### config.mk
export PLATFORM = sky130hd
export DESIGN_NAME = filter_scatter_driver
export DESIGN_NICKNAME = d
export VERILOG_FILES = /design/src/rtl/filter_noc_pkg.sv /design/src/rtl/filter_bus_stage.sv /design/src/rtl/filter_scatter_driver.sv
export SDC_FILE = /design/constraint.sdc
export NUM_CORES = 1
export LEC_CHECK = 0
export CAP_MARGIN = 20
export CORE_ASPECT_RATIO = 1.2
export CORE_MARGIN = 4
export CORE_UTILIZATION = 35
export CTS_CLUSTER_SIZE = 20
export DETAILED_ROUTE_END_ITERATION = 10
export PLACE_DENSITY = 0.69
export SLEW_MARGIN = 10
export SYNTH_ARGS = -nofsm -noshare
export SYNTH_HDL_FRONTEND = slang
export SYNTH_SLANG_ARGS = --single-unit
### constraint.sdc
create_clock -name clk -period 6.3 [get_ports clk]
set_clock_uncertainty 0.05 [all_clocks]
set_input_delay 0.63 -clock clk [delete_from_list [all_inputs] [get_ports clk]]
set_output_delay 0.63 -clock clk [all_outputs]
set_load 0.05 [all_outputs]
### src/rtl/filter_noc_pkg.sv
// Shared types and width helpers for the filter network-on-chip blocks.
package filter_noc_pkg;

    typedef enum logic [1:0] {
        IDLE  = 2'd0,
        RUN   = 2'd1,
        DRAIN = 2'd2,
        DONE  = 2'd3
    } scatter_state_t;

    // R*r*t fits in the sum of the operand widths, so the pass size never overflows.
    function automatic int count_width(input int rows_w, input int rep_w, input int sets_w);
        return rows_w + rep_w + sets_w;
    endfunction

endpackage

### src/rtl/filter_bus_stage.sv
// Single-entry valid/ready holding register for one filter bus word and its tags.
module filter_bus_stage #(
    parameter int DATA_WIDTH    = 64,
    parameter int ROW_TAG_WIDTH = 4,
    parameter int COL_TAG_WIDTH = 4
) (
    input  logic                     clk,
    input  logic                     reset,
    input  logic                     load,
    input  logic [DATA_WIDTH-1:0]    load_data,
    input  logic [ROW_TAG_WIDTH-1:0] load_row_tag,
    input  logic [COL_TAG_WIDTH-1:0] load_col_tag,
    input  logic                     bus_ready,
    output logic [DATA_WIDTH-1:0]    bus_data,
    output logic [ROW_TAG_WIDTH-1:0] bus_row_tag,
    output logic [COL_TAG_WIDTH-1:0] bus_col_tag,
    output logic                     bus_valid,
    output logic                     free
);

    logic load_en;

    assign free    = !bus_valid || bus_ready;
    assign load_en = load && free;

    // A capture in the same cycle as a handshake replaces the outgoing word without a bubble.
    always_ff @(posedge clk) begin
        if (!reset) begin
            bus_data    <= '0;
            bus_row_tag <= '0;
            bus_col_tag <= '0;
            bus_valid   <= 1'b0;
        end else if (load_en) begin
            bus_data    <= load_data;
            bus_row_tag <= load_row_tag;
            bus_col_tag <= load_col_tag;
            bus_valid   <= 1'b1;
        end else if (bus_ready) begin
            bus_valid   <= 1'b0;
        end
    end

endmodule

### src/rtl/filter_scatter_driver.sv
// Pops filter words from the global buffer FIFO and scatters them onto the PE filter bus with tags.
module filter_scatter_driver
    import filter_noc_pkg::*;
#(
    parameter int DATA_WIDTH    = 64,
    parameter int R_WIDTH       = 4,
    parameter int r_WIDTH       = 2,
    parameter int t_WIDTH       = 3,
    parameter int ROW_TAG_WIDTH = 4,
    parameter int COL_TAG_WIDTH = 4
) (
    input  logic                     clk,
    input  logic                     reset,
    input  logic                     start,
    input  logic [R_WIDTH-1:0]       R,
    input  logic [r_WIDTH-1:0]       r,
    input  logic [t_WIDTH-1:0]       t,
    output logic                     tag_start,
    output logic                     tag_enable,
    input  logic [ROW_TAG_WIDTH-1:0] row_tag,
    input  logic [COL_TAG_WIDTH-1:0] col_tag,
    input  logic [DATA_WIDTH-1:0]    glb_data,
    input  logic                     glb_valid,
    output logic                     glb_ready,
    output logic [DATA_WIDTH-1:0]    bus_data,
    output logic [ROW_TAG_WIDTH-1:0] bus_row_tag,
    output logic [COL_TAG_WIDTH-1:0] bus_col_tag,
    output logic                     bus_valid,
    input  logic                     bus_ready,
    output logic                     busy,
    output logic                     done
);

    localparam int COUNT_WIDTH = count_width(R_WIDTH, r_WIDTH, t_WIDTH);

    scatter_state_t           state, next_state;
    logic [COUNT_WIDTH-1:0]   total;
    logic [COUNT_WIDTH-1:0]   issue_cnt;
    logic [COUNT_WIDTH-1:0]   start_total;
    logic                     accept;
    logic                     last_word;
    logic                     stage_free;

    assign start_total = COUNT_WIDTH'(R) * COUNT_WIDTH'(r) * COUNT_WIDTH'(t);
    assign last_word   = (issue_cnt == total - COUNT_WIDTH'(1));
    assign glb_ready   = accept;
    assign tag_enable  = accept;

    // Next-state decode; a zero-sized pass skips the generator entirely.
    always_comb begin
        next_state = state;
        tag_start  = 1'b0;
        accept     = 1'b0;
        case (state)
            IDLE: begin
                if (start) begin
                    if (start_total == '0) begin
                        next_state = DONE;
                    end else begin
                        tag_start  = 1'b1;
                        next_state = RUN;
                    end
                end
            end
            RUN: begin
                accept = glb_valid && stage_free;
                if (accept && last_word) next_state = DRAIN;
            end
            DRAIN: begin
                if (stage_free) next_state = DONE;
            end
            DONE: begin
                next_state = IDLE;
            end
            default: begin
                next_state = IDLE;
            end
        endcase
    end

    // Pass size is captured once at start so later changes to R/r/t have no effect.
    always_ff @(posedge clk) begin
        if (!reset) begin
            state     <= IDLE;
            total     <= '0;
            issue_cnt <= '0;
            busy      <= 1'b0;
            done      <= 1'b0;
        end else begin
            state <= next_state;
            busy  <= (next_state != IDLE);
            done  <= (next_state == DONE);
            if (state == IDLE && start) begin
                total     <= start_total;
                issue_cnt <= '0;
            end else if (accept) begin
                issue_cnt <= issue_cnt + COUNT_WIDTH'(1);
            end
        end
    end

    filter_bus_stage #(
        .DATA_WIDTH    (DATA_WIDTH),
        .ROW_TAG_WIDTH (ROW_TAG_WIDTH),
        .COL_TAG_WIDTH (COL_TAG_WIDTH)
    ) u_bus_stage (
        .clk          (clk),
        .reset        (reset),
        .load         (accept),
        .load_data    (glb_data),
        .load_row_tag (row_tag),
        .load_col_tag (col_tag),
        .bus_ready    (bus_ready),
        .bus_data     (bus_data),
        .bus_row_tag  (bus_row_tag),
        .bus_col_tag  (bus_col_tag),
        .bus_valid    (bus_valid),
        .free         (stage_free)
    );

endmodule

==> results of run 1 <==
[per-layer routing]
metal / global-route usage [%] / vias to the layer above
met5: 0 / -
met3: 3.577 / 9
met1: 19.29 / 1848
met2: 29.03 / 115
met4: 5.423 / 0
li1: - / 2052
[per-stage QoR]
step | instance area, µm² | utilization [%] | hold slack, ns | power, µW | cells
finish | 6243 | 53.48 | 0.4018 | 1549 | 847
global placement | 5949 | 50.96 | 0.3909 | 1023 | 832
floorplan | 4219 | - | 0.4205 | 890.0 | 538
detailed placement | 5949 | 50.96 | 0.3957 | 1031 | 832
CTS | 6243 | 53.48 | 0.4050 | 1570 | 847
global route | 6243 | 53.48 | 0.4172 | 1628 | 847
[layout by cell type, fill, tap and decap left out, types with 2 or more instances in the layout]
master and instances:
mux2i_1 4, nor2_1 25, a31oi_1 2, nand2b_1 2
ha_1 13, inv_6 2, clkbuf_16 9, nand4_1 3
a211oi_1 2, and2_1 11, inv_2 2, a21o_1 3
and3_1 3, a211o_1 2, dfxtp_1 95, inv_1 12
a21oi_1 91, fa_1 6, buf_4 3, o211ai_1 2
nor3_1 2, or3_1 2, clkdlybuf4s50_1 163, xor2_1 12
nand2_1 180, xnor2_1 9, nor4_1 2, o21ai_0 5
nor2b_1 5, nand3_1 3
[cells by family after synthesis]
family,share of synthesized area (%)
adders and majority gates,6.940
muxes,0.9490
AOI/OAI and AO/OA,14.12
buffers and inverters,4.092
xor gates and xnor gates,4.745
and+or+nand+nor,24.08
DFF,45.08
[cell type report]
class / instances / area [µm²] / share of cell area [%]
multi-input cells: 400 / 2145 / 34.35
flip-flops and latches: 95 / 1902 / 30.46
repair buffers: 166 / 1654 / 26.49
clock buffers: 9 / 225.2 / 3.607
well taps: 157 / 196.4 / 3.146
clock inverters: 6 / 68.82 / 1.102
inverters: 14 / 52.55 / 0.8417
[state kept, by name, summed over array words and instances, names as in the netlist]
register	cells
issue_cnt	9
u_bus_stage.bus_valid	1
done	1
busy	1
u_bus_stage.bus_row_tag	4
state	2
total	9
u_bus_stage.bus_data	64
u_bus_stage.bus_col_tag	4
[worst max-delay path, cell delays in order]
cell             delay (ns)
clkdlybuf4s50_1        0.49
and2_1                 0.20
ha_1                   0.21
fa_1                   0.41
xor2_1                 0.26
nand2_1                0.12
fa_1                   0.49
inv_1                  0.07
fa_1                   0.46
a21o_1                 0.19
a21oi_1                0.28
mux2i_1                0.23
nor3_1                 0.08
nor2b_1                0.13
nor2_1                 0.11
clkdlybuf4s50_1        0.82
[power by group through the flow]
stage	combinational (µW)	clock (µW)	sequential, µW
6_report	364	533	651
2_1_floorplan	142	0	748
3_5_place_dp	366	0	665
5_1_grt	395	578	655
4_1_cts	368	550	652
3_3_place_gp	360	0	663
[worst paths after layout]
kind                                                  from  depth (start not counted)                    endpoint
worst max-delay path                                  r[0]                         16                   tag_start
worst min-delay path            u_bus_stage.bus_col_tag[1]                          2  u_bus_stage.bus_col_tag[1]
worst max register to register                    total[0]                          8                        done
worst min register to register  u_bus_stage.bus_col_tag[1]                          2  u_bus_stage.bus_col_tag[1]
==> run metrics, run 1 <==
status=completed; Combinational Power Share=a little under a quarter; Final Max Slew Viols=0; Die Footprint=between 0.01 and 0.015 mm²; crit path kind=primary input to output pin; Antenna Nets Post-Route=0; final setup margin=0.4290 ns; Max Clock Freq=0.1703 GHz; Worst setup SP type=primary input; die width=between 100 and 150 µm; FFs w/ async S/R, synth=0%; Max Cap Viol=0; die height=128.3 µm; M1 WL=4917 µm; Synth cell types=41; VDD IR max=about 0.12 mV; Worst Path Required=between 5 and 6 ns; CP max FO=6; share of cells above drive strength 1=under 10%; Post-CTS Hold Fix Bufs=0; Setup TNS=0 ns; Rel. slew slack=around half; # nets final=around 800; P_int=1087 µW; per-cell routed wire length=between 10 and 15 µm; ranking of synthesized cells by area=dfxtp_1 45%, nand2_1 16%, a21oi_1 11%; Net Sw Power=between 400 and 500 µW; total global routing overflow=0; syn_area_per_cell=roughly 8 µm²; R2R setup slack=~3.8 ns; synth warn=0; met3 wire len=~730 µm; H-tree depth=3; Vias per Instance=approximately 4.8; Cell Rows=43; sequential share of power=42.1%; part of the power in the clock network=roughly 34%; Remaining DRCs=0; Worst-Skew Late Latency=between 0.3 and 0.4 ns; post-CTS sizing=0; Clock Tree Buf Depth=2; RD Place Congestion=between 0.8 and 0.9; Post-synth top flop=dfxtp_1; IO buf count=163; Post-CTS Setup Repair Bufs=0; initial core utilization=a little over a third; Top Ports=164; P_leak=between 0.002 and 0.0025 µW; Synth top cells by count=180 x nand2_1, 95 x dfxtp_1, 91 x a21oi_1, 26 x clkbuf_1, 25 x nor2_1; Post-Syn Nets=about 640; drt first pass iters=4; Initial DRC Count=between 150 and 200; vias in the first global route=just under 4000; Worst Path Arrival=between 5 and 6 ns; area leader, netlist=dfxtp_1; min-delay worst type=flop to flop; # diodes=0; clock root buffer=clkbuf_16; highest metal used=met4; HPWL Detailed=approximately 8600 µm; most common cell in the netlist=nand2_1; Post-Syn Area=0.004219 mm²; Hold Vio Cnt, Final=0; routed vias=about 4000; clk slew on worst S/H paths=~0.060 ns; clock net sink count=95; RSZ-0062 raised after global routing=false; post-synthesis sequential element count=between 90 and 100; CTS Buf Count=9; largest net degree at the start of global routing=80; sw frac=29.78%; CTS tree=yes; initial antenna violation count=0; Slew @ Worst Pin=between 0.7 and 0.8 ns; P per Cell Area=~250 mW/mm²; CP Capture Type=output pin; post-synth top area share=between 40 and 50%; number of synthesized flops with an enable pin=0; register area share after synthesis=a little under half; fin crit period=5.871 ns; final wirelength=11480 µm; gate count of the mapped netlist=between 500 and 600; DP Worst Slack=between 0.4 and 0.5 ns; P&R area growth vs syn=47.98%; Final Setup Violations=0; met2 wire len=approximately 5700 µm; Tcrit/Tclk final=a little over 90%; core box area=between 0.01 and 0.015 mm²; Total GRT Usage=approximately 16%; global-route wire length before repair=roughly 18000 µm; total of fill cells in the finished design=approximately 1100
Note: power is estimated with default switching activity, not from simulation.
==> run 2, diff against run 1 <==
--- a/config.mk
+++ b/config.mk
@@ -11,6 +11,7 @@
 export CORE_UTILIZATION = 35
 export CTS_CLUSTER_SIZE = 20
 export DETAILED_ROUTE_END_ITERATION = 10
+export HOLD_SLACK_MARGIN = 0.12
 export PLACE_DENSITY = 0.69
 export SLEW_MARGIN = 10
 export SYNTH_ARGS = -nofsm -noshare
==> results of run 2 <==
Same layout as run 1: the final DEF is identical, and so are final timing and power.
==> RTL change 1 (flow settings as in run 2) <==
The 4 states of `scatter_state_t` get a Gray code encoding in 2 bits.
--- a/src/rtl/filter_noc_pkg.sv
+++ b/src/rtl/filter_noc_pkg.sv
@@ -4,6 +4,6 @@
     typedef enum logic [1:0] {
-        IDLE  = 2'd0,
-        RUN   = 2'd1,
-        DRAIN = 2'd2,
-        DONE  = 2'd3
+        IDLE  = 2'b00,
+        RUN   = 2'b01,
+        DRAIN = 2'b11,
+        DONE  = 2'b10
     } scatter_state_t;
Check against the original RTL: same outputs for any inputs over 10 cycles, from zero or initial values and one cycle with reset low; not proved beyond that.
==> RTL change 1 against run 2 <==
- cell area is 4.5% higher
- sequential cell count stayed put
- non-clock buffer count is 1 higher
- core utilization is 0.35 points lower
- wire length is 0.50% higher
- maximum frequency is 3.1% higher
- sequential share of layout area is 1.3 points lower
- worst setup slack better by 0.18 ns
- synthesized area is 5.2% higher
- power is 9.4% higher
- synthesized cell count is 0.93% lower
==> RTL change 1: results (changes against run 2) <==
result of the run=complete, no violations (unchanged); Signal inverters=12 (was 14); number of global-route vias before repair=3944 (was 3945); global-route wire length before repair=19100 um (was 18400 um); register fraction of the total cell area=0.292 (was 0.305); Reg-to-Reg Start=state[0] (was total[0]); cell types occupying the most area after synthesis=sky130_fd_sc_hd__dfxtp_1, sky130_fd_sc_hd__nand2_1, sky130_fd_sc_hd__a21boi_0 (was sky130_fd_sc_hd__dfxtp_1, sky130_fd_sc_hd__nand2_1, sky130_fd_sc_hd__a21oi_1); count of different cell masters after synthesis=47 (was 41); fraction of standard cell area in multi-input logic=0.364 (was 0.343); final cell count without fillers=846 (was 847); Worst Reg2Reg Path Length in Cells=6 (was 8); number of inserted filler cells in the final layout=1149 (was 1107); # placed instances=831 (was 832); sequential area share after synthesis=0.429 (was 0.451); arrival time reported for the critical path endpoint=5.01 ns (was 5.19 ns); total wire length=11500 um (about the same); total internal power=1.20 mW (was 1.09 mW); ClkCell Share=0.0529 (was 0.0471); static power due to leakage=2.38 nW (was 2.32 nW); mean post-synth cell area=8.33 um2 (was 7.84 um2); Hold Crit Endpoint=u_bus_stage.bus_data[25] (was u_bus_stage.bus_col_tag[1]); pre-CTS setup slack=0.602 ns (was 0.433 ns); Hold Worst Slack=0.412 ns (was 0.402 ns); share of the core filled with cells in the final layout=0.531 (was 0.535); largest net degree at the start of global routing=89 (was 80); Routability Congestion=0.833 (was 0.810); total half-perimeter wirelength after legalization and detailed placement=8460 um (was 8590 um); net count of the mapped netlist=638 (was 643); pin slew with the least headroom to its limit=0.821 ns (was 0.770 ns); Largest delay share family, worst path=buffers and inverters (was adder cells); most instantiated cells after synthesis=sky130_fd_sc_hd__nand2_1, sky130_fd_sc_hd__dfxtp_1, sky130_fd_sc_hd__a21boi_0, sky130_fd_sc_hd__clkbuf_1, sky130_fd_sc_hd__nor2_1 (was sky130_fd_sc_hd__nand2_1, sky130_fd_sc_hd__dfxtp_1, sky130_fd_sc_hd__a21oi_1, sky130_fd_sc_hd__clkbuf_1, sky130_fd_sc_hd__nor2_1); xor and xnor area share after synthesis=0.0434 (was 0.0474); global-route usage over all layers=0.156 (was 0.163); worst-case register-to-register setup slack=4.21 ns (was 3.77 ns); synthesized-area fraction occupied by ao, oa, aoi and oai cells=0.182 (was 0.141); bufs w/o clock=167 (was 166); number of nets at the end of the flow=786 (was 791); multi-input gates=396 (was 400); DR vias/cell=4.80 (was 4.75)
RTL change 1: cell count changes after synthesis, sizes merged, moves of 4 or more:
cell	before	now
a21boi	0	79
nor2b	5	1
nand3	3	9
nor2	25	16
a21oi	91	5
nand2	180	176
RTL change 1: routing by layer:
layer  vias to the layer above  wire length, um  GRT usage
li1                       2058                -          -
met1                      1879             4670      0.172
met2                       105             6080      0.288
met3                        16              566     0.0340
met4                         0              216     0.0643
met5                         -                0          0
RTL change 1: power by group through the flow:
stage / clock (mW) / sequential, mW / combinational, mW
6_report: 0.620 / 0.661 / 0.414
5_1_grt: 0.667 / 0.665 / 0.447
4_1_cts: 0.641 / 0.661 / 0.418
3_5_place_dp: 0 / 0.675 / 0.417
3_3_place_gp: 0 / 0.673 / 0.410
2_1_floorplan: 0 / 0.772 / 0.163
RTL change 1: logic make-up after synthesis:
kind of cell / after synthesis
xor gates and xnor gates: 22
adders and majority gates: 19
AOI/OAI and AO/OA: 107
muxes: 1
and+or+nand+nor: 247
buffers and inverters: 42
DFF: 95
==> RTL change 2 (flow settings as in run 2) <==
Without the edit above. `DATA_WIDTH` is set to 64 in 2 places; all go to 72.
--- a/src/rtl/filter_bus_stage.sv
+++ b/src/rtl/filter_bus_stage.sv
@@ -2,3 +2,3 @@
 module filter_bus_stage #(
-    parameter int DATA_WIDTH    = 64,
+    parameter int DATA_WIDTH    = 72,
     parameter int ROW_TAG_WIDTH = 4,
--- a/src/rtl/filter_scatter_driver.sv
+++ b/src/rtl/filter_scatter_driver.sv
@@ -4,3 +4,3 @@
 #(
-    parameter int DATA_WIDTH    = 64,
+    parameter int DATA_WIDTH    = 72,
     parameter int R_WIDTH       = 4,
Ports: changed (resized bus_data and glb_data); port bits go from 164 to 180. No check against the original RTL was run, so the function may have changed too.
==> RTL change 2 against run 2 <==
- sequential cell count grew 8
- cell area is 12% higher
- power grew 9.1%
- synthesized area rose by 13%
- worst setup slack improved by 0.15 ns
- wire length is 11% higher
- sequential power rose by 9.4%
- die area up 12%
- non-clock buffer count rose by 16
- maximum frequency is 2.6% higher
==> RTL change 2: results (changes against run 2) <==
pwr dens=243 nW/um2 (was 248 nW/um2); Hold Worst Slack=0.414 ns (was 0.402 ns); global routing usage on met1=0.178 (was 0.193); Worst VDD drop=0.127 mV (was 0.116 mV); via count=4331 (was 4024); largest net degree at the start of global routing=97 (was 80); result of the run=complete, no violations (unchanged); Reg-to-Reg Start=u_bus_stage.bus_valid (was total[0]); static power due to leakage=2.58 nW (was 2.32 nW); combinational cell power=422 uW (was 364 uW); total wire length=12800 um (was 11500 um); global-route usage over all layers=0.157 (was 0.163); cell types occupying the most area after synthesis=sky130_fd_sc_hd__dfxtp_1, sky130_fd_sc_hd__nand2_1, sky130_fd_sc_hd__a21boi_0 (was sky130_fd_sc_hd__dfxtp_1, sky130_fd_sc_hd__nand2_1, sky130_fd_sc_hd__a21oi_1); hold path start=u_bus_stage.bus_data[18] (was u_bus_stage.bus_col_tag[1]); total half-perimeter wirelength after legalization and detailed placement=9440 um (was 8590 um); Worst Reg2Reg Path Length in Cells=7 (was 8); placed inst area=6660 um2 (was 5950 um2); met3 track demand over resource in global routing=0.0298 (was 0.0358); Starting DRT DRC Count=269 (was 169); share of cells above drive strength 1=0.0348 (was 0.0333); terminus of the critical flop-to-flop path=issue_cnt[7] (was done); Hold Crit Endpoint=u_bus_stage.bus_data[18] (was u_bus_stage.bus_col_tag[1]); number of nets at the end of the flow=856 (was 791); Routability Congestion=0.861 (was 0.810); number of I/O port buffers=179 (was 163); net count of the mapped netlist=697 (was 643); worst-case register-to-register setup slack=3.74 ns (was 3.77 ns)
RTL change 2: how the worst max path moves through the flow:
stage | endpoint | cells after the start
final | tag_start | 16
after global routing | tag_start | 16
after CTS | tag_start | 16
after detailed placement | tag_start | 16
after global placement | tag_start | 16
after floorplan | tag_start | 14
RTL change 2: final cells by class:
cell class	count	area (um2)
Clock buffer	14	264
Clock inverter	2	38.8
Fill cell	1238	6330
Inverter	14	52.6
Multi-Input combinational cell	433	2520
Sequential cell	103	2060
Tap cell	168	210
Timing Repair Buffer	182	1810
RTL change 2: cell families (layout without fill, tap and decap cells):
group,Yosys count,after routing,synth area share
adders and majority gates,19,19,0.0592
xor gates and xnor gates,24,24,0.0440
and+or+nand+nor,269,269,0.240
muxes,1,1,0.00209
buffers and inverters,48,212,0.0403
AOI/OAI and AO/OA,120,120,0.183
DFF,103,103,0.431
RTL change 2: worst max-delay path, cell delays in order:
cell                              delay [ns]
sky130_fd_sc_hd__clkdlybuf4s50_1        0.48
sky130_fd_sc_hd__and2_1                 0.20
sky130_fd_sc_hd__ha_1                   0.20
sky130_fd_sc_hd__fa_1                   0.53
sky130_fd_sc_hd__nand2_1                0.08
sky130_fd_sc_hd__fa_1                   0.48
sky130_fd_sc_hd__inv_1                  0.04
sky130_fd_sc_hd__ha_1                   0.21
sky130_fd_sc_hd__fa_1                   0.41
sky130_fd_sc_hd__a21o_1                 0.21
sky130_fd_sc_hd__a21oi_2                0.20
sky130_fd_sc_hd__mux2i_1                0.09
sky130_fd_sc_hd__or3_1                  0.39
sky130_fd_sc_hd__nor2_1                 0.10
sky130_fd_sc_hd__nor2_1                 0.06
sky130_fd_sc_hd__clkdlybuf4s50_1        0.72
RTL change 2: layer usage:
metal	part of all wire	wire length, um
met2	0.52	6680
met4	0.021	272
met3	0.052	660
met1	0.40	5160
met5	0	0
